--- src/rtl/uart_rx_os.sv ---
// Oversampling 8N1 UART receiver: two-flop input synchroniser, 3-sample mid-bit
// majority vote, false-start rejection, framing-error detection and break recovery.
module uart_rx_os #(
  parameter int CLKS_PER_BIT = 16,
  parameter int DATA_BITS    = 8
) (
  input  logic                 clk,
  input  logic                 rst,
  input  logic                 rx,
  output logic [DATA_BITS-1:0] rx_data,
  output logic                 rx_done,
  output logic                 frame_err,
  output logic                 busy
);

  localparam int M     = CLKS_PER_BIT / 2;
  localparam int CNT_W = $clog2(CLKS_PER_BIT);
  localparam int IDX_W = $clog2(DATA_BITS + 1);

  localparam logic [CNT_W-1:0] CNT_SMP0 = CNT_W'(M - 1);
  localparam logic [CNT_W-1:0] CNT_SMP1 = CNT_W'(M);
  localparam logic [CNT_W-1:0] CNT_VOTE = CNT_W'(M + 1);
  localparam logic [CNT_W-1:0] CNT_LAST = CNT_W'(CLKS_PER_BIT - 1);
  localparam logic [IDX_W-1:0] IDX_LAST = IDX_W'(DATA_BITS - 1);

  typedef enum logic [2:0] {
    IDLE,
    START,
    DATA,
    STOP,
    RECOVER
  } state_t;

  state_t                 state_q;
  logic                   rx_s1_q;
  logic                   rx_s2_q;
  logic [CNT_W-1:0]       cnt_q;
  logic [IDX_W-1:0]       idx_q;
  logic [DATA_BITS-1:0]   shift_q;
  logic [DATA_BITS-1:0]   rx_data_q;
  logic                   smp0_q;
  logic                   smp1_q;
  logic                   rx_done_q;
  logic                   frame_err_q;
  logic                   vote_d;
  logic                   at_vote_d;

  function automatic logic majority3(input logic a, input logic b, input logic c);
    return (a & b) | (a & c) | (b & c);
  endfunction

  // The third sample is the live synchronised bit, so the vote resolves in the cnt = M+1 cycle.
  assign vote_d    = majority3(smp0_q, smp1_q, rx_s2_q);
  assign at_vote_d = (cnt_q == CNT_VOTE);

  always_ff @(posedge clk) begin
    if (cnt_q == CNT_SMP0) smp0_q <= rx_s2_q;
    if (cnt_q == CNT_SMP1) smp1_q <= rx_s2_q;
    if (state_q == DATA && at_vote_d) shift_q <= {vote_d, shift_q[DATA_BITS-1:1]};
  end

  always_ff @(posedge clk) begin
    if (rst) begin
      state_q     <= IDLE;
      cnt_q       <= '0;
      idx_q       <= '0;
      rx_s1_q     <= 1'b1;
      rx_s2_q     <= 1'b1;
      rx_data_q   <= '0;
      rx_done_q   <= 1'b0;
      frame_err_q <= 1'b0;
    end else begin
      rx_s1_q     <= rx;
      rx_s2_q     <= rx_s1_q;
      rx_done_q   <= 1'b0;
      frame_err_q <= 1'b0;
      cnt_q       <= cnt_q + 1'b1;
      case (state_q)
        IDLE: begin
          cnt_q <= '0;
          idx_q <= '0;
          if (!rx_s2_q) state_q <= START;
        end
        START: begin
          if (at_vote_d && vote_d) begin
            state_q <= IDLE;
            cnt_q   <= '0;
          end else if (cnt_q == CNT_LAST) begin
            state_q <= DATA;
            cnt_q   <= '0;
            idx_q   <= '0;
          end
        end
        DATA: begin
          if (cnt_q == CNT_LAST) begin
            cnt_q <= '0;
            if (idx_q == IDX_LAST) state_q <= STOP;
            else                   idx_q   <= idx_q + 1'b1;
          end
        end
        STOP: begin
          // Leaving at mid-stop gives half a bit of slack for a fast transmitter.
          if (at_vote_d) begin
            cnt_q <= '0;
            if (vote_d) begin
              rx_data_q <= shift_q;
              rx_done_q <= 1'b1;
              state_q   <= IDLE;
            end else begin
              frame_err_q <= 1'b1;
              state_q     <= RECOVER;
            end
          end
        end
        RECOVER: begin
          cnt_q <= '0;
          if (rx_s2_q) state_q <= IDLE;
        end
        default: begin
          state_q <= IDLE;
          cnt_q   <= '0;
        end
      endcase
    end
  end

  assign rx_data   = rx_data_q;
  assign rx_done   = rx_done_q;
  assign frame_err = frame_err_q;
  assign busy      = (state_q != IDLE);

endmodule

--- config.mk ---
export PLATFORM = sky130hd
export DESIGN_NAME = uart_rx_os
export DESIGN_NICKNAME = d
export VERILOG_FILES = /design/src/rtl/uart_rx_os.sv
export SDC_FILE = /design/constraint.sdc
export NUM_CORES = 1
export LEC_CHECK = 0
export CAP_MARGIN = 40
export CORE_UTILIZATION = 40
export DETAILED_ROUTE_END_ITERATION = 8
export PLACE_DENSITY = 0.64
export SETUP_SLACK_MARGIN = 0.15
export SLEW_MARGIN = 5
export SYNTH_ARGS = -nofsm -noshare
export SYNTH_HDL_FRONTEND = slang
export SYNTH_SLANG_ARGS = --single-unit
--- constraint.sdc ---
create_clock -name clk -period 2.5 [get_ports clk]
set_clock_uncertainty 0.2 [all_clocks]
set_input_delay 0.375 -clock clk [delete_from_list [all_inputs] [get_ports clk]]
set_output_delay 0.375 -clock clk [all_outputs]
set_load 0.01 [all_outputs]
==> results.json <==
{
  "hold_class": "register to register",
  "maxCapViolations": 0,
  "crit_family": "flip-flops",
  "max_slew_margin": 0.594,
  "syn_area_per_cell_sq_um": 11.2,
  "place_inst": 188,
  "seq_area_frac_synth": 0.508,
  "start_util": 0.432,
  "yosysWarnings": 0,
  "synthCells": 134,
  "timing.hold.ws_ps": 213,
  "r2r-start": "state_q[0]",
  "cpPeakStageDelay_ps": 620,
  "grt_overflow": 0,
  "crit_chain": "nor2_1 -> nand2_1 -> clkdlybuf4s50_1",
  "peakVddDrop_mv": 0.395,
  "cts_tree": "yes",
  "finalMaxSlewViolations": 0,
  "hold_viol": 0,
  "power_density_nw_per_um2": 760,
  "ctsRootBufferMaster": "clkbuf_8",
  "min_to": "rx_s2_q",
  "core-area_sq_um": 3470,
  "final_common_cell": "dfxtp_1",
  "timing.critical_path.buf_inv": 1,
  "clk-insertion-delay-late_ps": 270,
  "synthDistinctLibCells": 45,
  "critPathKind": "register to output port",
  "cts_setup_buffers": 0,
  "num_antenna_cells": 0,
  "drc": 0,
  "fp-row-count": 21,
  "syn_area_sq_um": 1500,
  "drtPass1Iterations": 6,
  "hpwl_um": 1920,
  "min_from": "rx_s1_q",
  "grt_max_degree": 16,
  "worstPathRequired_ps": 1920,
  "die_y_um": 63.2,
  "r2r_cells": 4,
  "crit_arrival_ps": 1650,
  "placed_area_sq_um": 1650,
  "reg2reg_slack_ps": 540,
  "grt_pass1_wl_um": 4550,
  "synth_top_area_cell": "dfxtp_1",
  "routed-via-count": 1062,
  "crit_slowest_cell": "dfxtp_1",
  "cts_buffers": 5,
  "antenna_found_initial": 0,
  "cp-end-kind": "output port",
  "drive_above_1_share": 0.180,
  "cts_resized": 0,
  "fmax_ghz": 0.448,
  "die_w_um": 63.2,
  "min_path_cells": 1,
  "netlist.area_leader.share": 0.307,
  "stdcell_area_sq_um": 1740,
  "gr-usage-all-layers": 0.150,
  "die_area_sq_um": 3990,
  "synthTopCellsByArea": "dfxtp_1, edfxtp_1, mux2i_1",
  "final-setup-viol-count": 0,
  "reg2reg_to": "rx_data[1]",
  "num-nets-final": 156,
  "cts.clk_slew.worst_paths_ps": 60,
  "status": "finished, final reports clean",
  "cts.htree.levels": 2,
  "grt_pass1_vias": 1022,
  "ant_nets": 0,
  "period_needed_ps": 2230,
  "synth_seq_cells": 33,
  "final_cell_mix": "dfxtp_1, nor2_1, clkdlybuf4s50_1",
  "cts-hold-fix-buffers": 0,
  "setup_tns_ps": 0,
  "cp_max_fo": 15,
  "rsz0062_at_grt": "false",
  "clk_path_buf_depth": 2,
  "area_delta_synth_final_pct": 16.4,
  "tightest_slew_ps": 603,
  "wl_um": 2610,
  "io_buffers": 13,
  "clock_sinks": 33,
  "gp_congestion": 0.856,
  "synth_edf_count": 10,
  "vias_per_cell": 5.42,
  "cp-startpoint": "state_q[2]",
  "routedWlPerCell_um": 13.3,
  "synthFlopType": "dfxtp_1",
  "async_flop_share": 0,
  "drt-initial-drc-count": 28,
  "p_leak_nw": 0.664,
  "pin_count": 14,
  "synth.net_count": 141,
  "period_share": 0.892,
  "cp-start-kind": "register",
  "fin_cells": 196
}
==> cells in the mapped netlist, drive strengths merged, types with 2 or more instances <==
library cell	n
a31oi	3
a21oi	5
nand4	2
ha	4
clkbuf	2
xnor2	2
inv	4
o22ai	2
dfxtp	23
nand3	4
nor2	16
nand2	2
a211oi	2
and3b	3
nor3b	2
edfxtp	10
buf	5
nor3	5
o21ai	5
and3	2
or2	3
or3	2
nand3b	5
o31ai	2
mux2i	8
==> kinds of logic (layout without fill, tap and decap cells) <==
kind of cell               count (synthesis)  after routing  synth area share
adders and majority gates                  5              5            0.0409
buffers and inverters                     11             27            0.0434
AOI/OAI and AO/OA                         25             25             0.132
DFF                                       33             33             0.508
xor gates and xnor gates                   3              3            0.0175
and+or+nand+nor                           49             49             0.205
muxes                                      8              8            0.0535
==> flip-flops by register name, indices dropped and copies added (netlist names) <==
register	flops
rx_data	8
shift_q	8
cnt_q	4
idx_q	4
state_q	3
frame_err	1
rx_done	1
rx_s1_q	1
rx_s2_q	1
smp0_q	1
smp1_q	1
==> report_power, final <==
group | switching [mW] | internal [mW] | total (mW) | leakage, nW
registers | 0.0498 | 0.571 | 0.621 | 0.276
clock network | 0.174 | 0.218 | 0.391 | 0.0486
logic | 0.170 | 0.142 | 0.313 | 0.340
==> metrics by stage <==
step / total power, mW / utilization / setup WS, ps
2_1_floorplan: 0.880 / - / 453
3_3_place_gp: 0.933 / 0.476 / 542
3_5_place_dp: 0.938 / 0.476 / 520
4_1_cts: 1.33 / 0.502 / 231
5_1_grt: 1.40 / 0.503 / 185
6_report: 1.32 / 0.503 / 270
==> worst register-to-register path, stage by stage, from the launching register on <==
cell and delay (ps):
dfxtp_1 580, and3b_2 300, nand3_1 410, mux2i_1 310, nor2_1 50
==> per-layer routing <==
metal	part of all wire	GRT usage	routed length, um	vias up
li1	-	-	-	517
met1	0.44	0.166	1140	503
met2	0.50	0.253	1300	38
met3	0.054	0.0543	140	4
met4	0.015	0.0710	38	0
met5	0	0	0	-
==> worst max-delay path by stage <==
stage	end	slack [ps]	cells after the start
floorplan	shift_q[0]	450	3
global placement	busy	540	3
CTS	busy	230	3
finish	busy	270	3
detailed placement	cnt_q[0]	520	4
global route	busy	180	3
==> final cells by class <==
cell class | instances | area (sq um)
Clock buffer | 6 | 82.6
Clock inverter | 2 | 8.76
Fill cell | 345 | 1730
Inverter | 4 | 15.0
Multi-Input combinational cell | 90 | 672
Sequential cell | 33 | 762
Tap cell | 46 | 57.6
Timing Repair Buffer | 15 | 145
No activity file was read; power rests on OpenSTA's default activity.
